===== config.mk =====
export PLATFORM = sky130hd
export DESIGN_NAME = keypad_event_gen_flat
export DESIGN_NICKNAME = d
export VERILOG_FILES = /design/src/rtl/keypad_event_gen_if.sv /design/src/rtl/keypad_event_gen.sv /design/src/flat_wrapper.sv
export SDC_FILE = /design/constraint.sdc
export NUM_CORES = 1
export LEC_CHECK = 0
export CORE_MARGIN = 2
export CORE_UTILIZATION = 35
export CTS_CLUSTER_SIZE = 14
export DETAILED_ROUTE_END_ITERATION = 8
export PLACE_DENSITY = 0.55
export RECOVER_POWER = 100
export SLEW_MARGIN = 25
export SYNTH_ARGS = -nofsm -noshare
export SYNTH_HDL_FRONTEND = slang
export SYNTH_SLANG_ARGS = --single-unit

===== constraint.sdc =====
create_clock -name clk -period 5.11 [get_ports clk]
set_input_delay 0.7665 -clock clk [delete_from_list [all_inputs] [get_ports clk]]
set_output_delay 0.7665 -clock clk [all_outputs]
set_load 0.01 [all_outputs]

===== src/rtl/keypad_event_gen_if.sv =====
// Event interface between a raw keypad and the phone controller front end.
// master = keypad side (drives level/code), slave = keypad_event_gen (drives events).
interface keypad_event_gen_if;
  logic       keyDown;
  logic [3:0] keyCode;
  logic       Keypressed;
  logic       Keyreleased;
  logic [3:0] charSent;

  modport master (
    output keyDown,
    output keyCode,
    input  Keypressed,
    input  Keyreleased,
    input  charSent
  );

  modport slave (
    input  keyDown,
    input  keyCode,
    output Keypressed,
    output Keyreleased,
    output charSent
  );
endinterface


===== src/rtl/keypad_event_gen.sv =====
// Keypad front end: 2-flop synchroniser, debounce FSM, registered press/release pulses.
// Define KEY_REPEAT_EN to add the auto-repeat generator while a key is held.
module keypad_event_gen #(
  parameter int unsigned DEBOUNCE_CYCLES = 4,
  parameter int unsigned CNT_W           = 16,
  parameter int unsigned REPEAT_DELAY    = 32,
  parameter int unsigned REPEAT_PERIOD   = 8
) (
  input  logic               clk,
  input  logic               rst,
  keypad_event_gen_if.slave  kif
);

  typedef enum logic [1:0] {
    IDLE,
    PRESS_DB,
    HELD,
    RELEASE_DB
  } state_t;

  localparam logic [CNT_W-1:0] DB_LAST = CNT_W'(DEBOUNCE_CYCLES - 1);
  localparam logic [CNT_W-1:0] CNT_ONE = CNT_W'(1);

  // Synchroniser stages
  logic       r_down_meta;
  logic       r_down_sync;
  logic [3:0] r_code_meta;
  logic [3:0] r_code_sync;

  // FSM state and datapath registers
  state_t           r_state;
  logic [CNT_W-1:0] r_cnt;
  logic [3:0]       r_cand_code;
  logic [3:0]       r_char_sent;
  logic             r_keypressed;
  logic             r_keyreleased;

  // Next-state values
  state_t           w_state_next;
  logic [CNT_W-1:0] w_cnt_next;
  logic [3:0]       w_cand_next;
  logic [3:0]       w_char_next;
  logic             w_press_next;
  logic             w_release_next;
  logic             w_enter_held;
  logic             w_press_any;

  logic             w_s_down;
  logic [3:0]       w_s_code;

  assign w_s_down = r_down_sync;
  assign w_s_code = r_code_sync;

  // NOTE: sequential state uses non-blocking (<=) so every flop samples pre-edge values.
  always_ff @(posedge clk) begin
    if (rst) begin
      r_down_meta <= 1'b0;
      r_down_sync <= 1'b0;
      r_code_meta <= 4'h0;
      r_code_sync <= 4'h0;
    end else begin
      r_down_meta <= kif.keyDown;
      r_down_sync <= r_down_meta;
      r_code_meta <= kif.keyCode;
      r_code_sync <= r_code_meta;
    end
  end

  always_ff @(posedge clk) begin
    if (rst) begin
      r_state       <= IDLE;
      r_cnt         <= '0;
      r_cand_code   <= 4'h0;
      r_char_sent   <= 4'h0;
      r_keypressed  <= 1'b0;
      r_keyreleased <= 1'b0;
    end else begin
      r_state       <= w_state_next;
      r_cnt         <= w_cnt_next;
      r_cand_code   <= w_cand_next;
      r_char_sent   <= w_char_next;
      r_keypressed  <= w_press_any;
      r_keyreleased <= w_release_next;
    end
  end

  // NOTE: every signal gets a default before the case so no latch is inferred.
  always_comb begin
    w_state_next   = r_state;
    w_cnt_next     = r_cnt;
    w_cand_next    = r_cand_code;
    w_char_next    = r_char_sent;
    w_press_next   = 1'b0;
    w_release_next = 1'b0;
    w_enter_held   = 1'b0;

    case (r_state)
      IDLE: begin
        if (w_s_down) begin
          w_state_next = PRESS_DB;
          w_cand_next  = w_s_code;
          w_cnt_next   = '0;
        end
      end

      PRESS_DB: begin
        if (!w_s_down) begin
          w_state_next = IDLE;
        end else if (w_s_code != r_cand_code) begin
          w_cand_next = w_s_code;
          w_cnt_next  = '0;
        end else if (r_cnt == DB_LAST) begin
          w_state_next = HELD;
          w_char_next  = r_cand_code;
          w_press_next = 1'b1;
          w_enter_held = 1'b1;
        end else begin
          w_cnt_next = r_cnt + CNT_ONE;
        end
      end

      // Code changes while held are ignored: the first accepted key owns the hold.
      HELD: begin
        if (!w_s_down) begin
          w_state_next = RELEASE_DB;
          w_cnt_next   = '0;
        end
      end

      RELEASE_DB: begin
        if (w_s_down) begin
          w_state_next = HELD;
          w_enter_held = 1'b1;
        end else if (r_cnt == DB_LAST) begin
          w_state_next   = IDLE;
          w_release_next = 1'b1;
        end else begin
          w_cnt_next = r_cnt + CNT_ONE;
        end
      end

      default: begin
        w_state_next = IDLE;
      end
    endcase
  end

`ifdef KEY_REPEAT_EN
  localparam logic [CNT_W-1:0] RPT_LAST   = CNT_W'(REPEAT_DELAY - 1);
  localparam logic [CNT_W-1:0] RPT_RELOAD = CNT_W'(REPEAT_DELAY - REPEAT_PERIOD);

  logic [CNT_W-1:0] r_rcnt;
  logic [CNT_W-1:0] w_rcnt_next;
  logic             w_repeat;

  // After the first repeat the counter reloads so the next hit lands REPEAT_PERIOD later.
  always_comb begin
    w_rcnt_next = r_rcnt;
    w_repeat    = 1'b0;
    if (w_enter_held) begin
      w_rcnt_next = '0;
    end else if ((r_state == HELD) && w_s_down) begin
      if (r_rcnt == RPT_LAST) begin
        w_repeat    = 1'b1;
        w_rcnt_next = RPT_RELOAD;
      end else begin
        w_rcnt_next = r_rcnt + CNT_ONE;
      end
    end
  end

  always_ff @(posedge clk) begin
    if (rst) begin
      r_rcnt <= '0;
    end else begin
      r_rcnt <= w_rcnt_next;
    end
  end

  assign w_press_any = w_press_next | w_repeat;
`else
  assign w_press_any = w_press_next;
`endif

  assign kif.Keypressed  = r_keypressed;
  assign kif.Keyreleased = r_keyreleased;
  assign kif.charSent    = r_char_sent;

endmodule


===== src/flat_wrapper.sv =====
// flat-port wrapper written by rule: the top's interface ports become plain ports
module keypad_event_gen_flat 
#(
  parameter int unsigned DEBOUNCE_CYCLES = 4,
  parameter int unsigned CNT_W           = 16,
  parameter int unsigned REPEAT_DELAY    = 32,
  parameter int unsigned REPEAT_PERIOD   = 8
)
  (clk, rst, kif_keyDown, kif_keyCode, kif_Keypressed, kif_Keyreleased, kif_charSent);
  keypad_event_gen_if kif_i ();
  input  logic clk;
  input  logic rst;
  input wire logic [$bits(kif_i.keyDown)-1:0] kif_keyDown;
  input wire logic [$bits(kif_i.keyCode)-1:0] kif_keyCode;
  output wire logic [$bits(kif_i.Keypressed)-1:0] kif_Keypressed;
  output wire logic [$bits(kif_i.Keyreleased)-1:0] kif_Keyreleased;
  output wire logic [$bits(kif_i.charSent)-1:0] kif_charSent;
  assign kif_i.keyDown = kif_keyDown;
  assign kif_i.keyCode = kif_keyCode;
  assign kif_Keypressed = kif_i.Keypressed;
  assign kif_Keyreleased = kif_i.Keyreleased;
  assign kif_charSent = kif_i.charSent;
  keypad_event_gen #(.DEBOUNCE_CYCLES(DEBOUNCE_CYCLES), .CNT_W(CNT_W), .REPEAT_DELAY(REPEAT_DELAY), .REPEAT_PERIOD(REPEAT_PERIOD)) u_core (.clk(clk), .rst(rst), .kif(kif_i));
endmodule

==> impl.org <==
** Status
- Outcome :: finished with violations
- Violated checks :: max-capacitance violations, max-slew violations

** Detailed routing
- After detailed routing, the total wire length is 3.199 mm.
- The detailed router finished its first iteration with 49 violations.
- The first detailed-routing pass took 6 iterations.
- Count of antenna-violating nets left after detailed routing :: 0
- The routed layout has 1265 vias.
- Vias per cell :: between 5 and 6
- Total DRC errors in the routed layout :: 0
- Routed length per placed instance :: roughly 14 um

** Critical path
- At the worst endpoint, the arrival time is 2.77 ns.
- Worst reg-to-reg setup slack :: 2.99 ns
- Type of element capturing the critical path :: flip-flop
- Required time at the worst-slack endpoint :: 5.28 ns
- Destination of the critical timing path :: u_core.kif.charSent[3]$_SDFFE_PP0P_
- The worst setup path is of the input pin to flip-flop kind.
- For the worst flop-to-flop path, the logic depth is 4.
- Worst Setup Start Kind :: input pin
- Critical path fanouts, max :: between 40 and 50
- End of the worst register-to-register path :: u_core.r_cnt[14]$_SDFFE_PP0P_
- Critical path origin :: rst

** Clocking
- TritonCTS built the clock tree.
- After clock tree synthesis, the flow added hold-fix buffers numbering 0.
- Clock latency reported for the late side of the worst-skew pair :: 0.29 ns
- Buffers inserted during clock tree synthesis total 5.
- The number of gates resized after CTS was 0.
- Clock-pin slew was measured on the worst setup and hold paths at around 0.080 ns.
- Number of sinks driven by the clock tree :: 38
- Root buffer selected by CTS :: sky130_fd_sc_hd__clkbuf_8
- Maximum root-to-sink buffer count :: 2
- # Post-CTS Setup Buffers :: 0
- The H-tree generated during clock tree synthesis spans 2 levels.

** Die
- Measured along the x axis, the die boundary spans 72.38 um.
- For this design the top-level I/O count stands at 13.
- In this run the core area contains 24 standard-cell rows.
- After floorplanning, the core was sized to cover 4444 um2.
- For this configuration, the core starts out at a cell density of about 37%.
- The die is just over 70 um tall.
- Die area :: 5239 um2

** STA
- The worst path needs 2.600 ns of the cycle, external delays included.
- Max Transition Viols Final :: 43
- Total negative slack for setup checks :: 0 ns
- Headroom to the max-slew limit came out at -9.253%.
- Unrepaired setup endpoints after global routing :: no
- Final number of hold-violating endpoints :: 0
- Pin slew with the least headroom to its limit :: 1.639 ns
- Across the routed clock network, the largest skew measured is roughly 0.0024 ns.
- Highest clock rate :: 0.3846 GHz
- Of the available clock period, the critical path in the final layout requires 50.88%.
- The worst path meets setup with around 2.5 ns of slack.
- Setup violations remaining at the end of the flow were counted as 0.

** Yosys
- Post-synth EDFFs :: 0
- Cell accounting for the most synthesized area :: sky130_fd_sc_hd__dfxtp_1
- Unique cell type count in the Yosys netlist :: 36
- Post-synthesis average cell area :: 9.684 um2
- Summing every instance area after synthesis gives 1637 um2.
- Post-synth net total :: between 150 and 200
- The synthesized design devotes to its leading area cell type 46.48% of total area.
- Among all flip-flop cells after synthesis, the most frequent one is sky130_fd_sc_hd__dfxtp_1.
- The synthesized design contains 38 register bits.
- Synth area leaders :: sky130_fd_sc_hd__dfxtp_1 46%, sky130_fd_sc_hd__mux2i_1 4.9%, sky130_fd_sc_hd__xor2_1 4.8%
- For this run, asynchronously set or reset flops after synthesis account for 0%.
- Yosys printed 0 warnings.
- In the synthesized netlist, the number of instances is 169.
- Sequential cell area fraction in the yosys report :: a little under half

** GRT
- Initial antenna violation count :: 0
- Via count of the first global-routing pass :: 1194
- The first global-routing pass estimated 5.416 mm of wire.
- Pin count of the biggest net entering global routing :: 43
- Total global routing track utilization :: 13.20%
- Global routing consumed, on the met2 layer, 19.27% of the routing resources.
- Grt met3 use :: 3.750%
- The total overflow left after global routing is 0.
- For this run, global-route usage on met1 was measured as 18.50%.
- Global-route layer with the greatest usage :: met2

** Final layout
- In the final design database the tool counted 188 nets.
- Measured on the finished design, the core utilization comes to 43.50%.
- The post-route netlist has 7.182% of its cells at a drive strength greater than 1.
- Summing all non-filler instances in the final layout gives an area of about 1900 um2.
- Fill cell instance count of the final layout :: 447
- The repair_antennas step left the layout with diodes totalling 0.
- The top cell types in the final layout, fill and taps aside, are 38 x sky130_fd_sc_hd__dfxtp_1, 12 x sky130_fd_sc_hd__nor2b_1, 9 x sky130_fd_sc_hd__nor3_1, 9 x sky130_fd_sc_hd__xor2_1, 9 x sky130_fd_sc_hd__a211oi_1.
- Area of the multi-input gates :: 834.6 um2
- Layout overhead on the synthesized area :: 18.12%
- Summing all flip-flop and latch instances after layout gives 760.7 um2.
- Leaving out fill and tap cells, the most frequent cell in the layout is sky130_fd_sc_hd__dfxtp_1.

** Min path
- Worst hold path type :: flip-flop to flip-flop
- Hold Crit Start :: u_core.r_code_meta[3]$_SDFF_PP0_

** Power
- For this design the ratio of total power to cell area is 327.3 nW/um2.
- Leakage :: 0.0006714 uW
- Peak ir drop on the vdd network :: 130.1 uV
- Post-route total power :: 632.7 uW

** Placed design
- Routability congestion estimate :: 0.7718
- OpenSTA, run right after detailed placement, puts the worst setup slack at roughly 3.0 ns.
- Placed Area :: 1799 um2
- Placed wire-length estimate :: approximately 2.1 mm
- Port Buf Inserts :: 12

** Flow run
- Across the run, the number of max-cap violations was 1.
area by class of cell:
type / count / area share (%)
Clock buffer: 5 / 3.560
Sequential cell: 38 / 39.35
Timing Repair Buffer: 13 / 6.408
Clock inverter: 3 / 3.560
Multi-Input combinational cell: 119 / 43.17
Inverter: 3 / 0.5825
Tap cell: 52 / 3.366
routing by layer:
layer / vias to the layer above / share of wire, %
met3: 5 / 3.4
li1: 643 / -
met5: - / 0
met4: 0 / 0.91
met2: 17 / 43
met1: 600 / 52
logic make-up (layout without fill, tap and decap cells):
logic type	count (synthesis)	in the layout	share of synthesized area, %
fa+ha+maj	1	1	0.7644
simple gates	72	72	27.07
buf+inv	12	24	2.752
flops	38	38	46.48
compound gates	26	26	11.62
mux	8	8	4.893
xor+xnor	12	12	6.423
stage by stage:
stage / std cells / hold slack [ns]
2_1_floorplan: 169 / 0.4138
3_3_place_gp: 225 / 0.4238
3_5_place_dp: 225 / 0.4212
4_1_cts: 233 / 0.4408
5_1_grt: 233 / 0.4675
6_report: 233 / 0.4420
power by group:
| part | leakage (uW) | switching, uW | internal, uW |
|---|---|---|---|
| sequential | 0.000308 | 2.96 | 301 |
| combinational | 0.000295 | 12.7 | 11.0 |
| clock | 0.0000683 | 110 | 196 |
| total | 0.000671 | 126 | 507 |
critical path, stage by stage:
cell,delay [ns]
sky130_fd_sc_hd__dlygate4sd3_1,0.52
sky130_fd_sc_hd__clkbuf_1,1.18
sky130_fd_sc_hd__nand2b_1,0.22
sky130_fd_sc_hd__mux2i_1,0.07
state kept, by name (all words and copies together), names as in the netlist, named ones only:
name and flops:
u_core.r_down_sync 1, u_core.r_cnt 16, u_core.r_state 1, u_core.kif.Keyreleased 1
u_core.kif.Keypressed 1, u_core.r_code_sync 4, u_core.r_down_meta 1, u_core.r_cand_code 4
u_core.r_code_meta 4, u_core.kif.charSent 4
Yosys cell counts, types with 2 or more instances:
master / count
sky130_fd_sc_hd__or3_2: 2
sky130_fd_sc_hd__nand3_1: 4
sky130_fd_sc_hd__nor3_1: 9
sky130_fd_sc_hd__and3_1: 2
sky130_fd_sc_hd__clkbuf_1: 9
sky130_fd_sc_hd__mux2i_1: 8
sky130_fd_sc_hd__dfxtp_1: 38
sky130_fd_sc_hd__and4_1: 3
sky130_fd_sc_hd__a21oi_1: 2
sky130_fd_sc_hd__o31ai_1: 4
sky130_fd_sc_hd__nand4_1: 5
sky130_fd_sc_hd__nand2_1: 5
sky130_fd_sc_hd__nand2b_1: 8
sky130_fd_sc_hd__nor4b_1: 3
sky130_fd_sc_hd__nor4_1: 3
sky130_fd_sc_hd__or3_1: 3
sky130_fd_sc_hd__inv_1: 3
sky130_fd_sc_hd__nor2_1: 4
sky130_fd_sc_hd__nor2b_1: 12
sky130_fd_sc_hd__or4_1: 4
sky130_fd_sc_hd__o21ai_0: 4
sky130_fd_sc_hd__o41ai_1: 2
sky130_fd_sc_hd__a211oi_1: 9
sky130_fd_sc_hd__xor2_1: 9
sky130_fd_sc_hd__xnor2_1: 3
worst min path at each step:
stage	to	slack, ns	cells after the start
after global placement	u_core.r_code_sync[0]$_SDFF_PP0_	0.42	1
after floorplan	u_core.r_code_sync[0]$_SDFF_PP0_	0.41	1
after CTS	u_core.r_code_sync[3]$_SDFF_PP0_	0.44	1
final	u_core.r_code_sync[3]$_SDFF_PP0_	0.44	1
after global routing	u_core.r_code_sync[3]$_SDFF_PP0_	0.47	1
after detailed placement	u_core.r_code_sync[3]$_SDFF_PP0_	0.42	1
(Power assumes the default switching activity.)
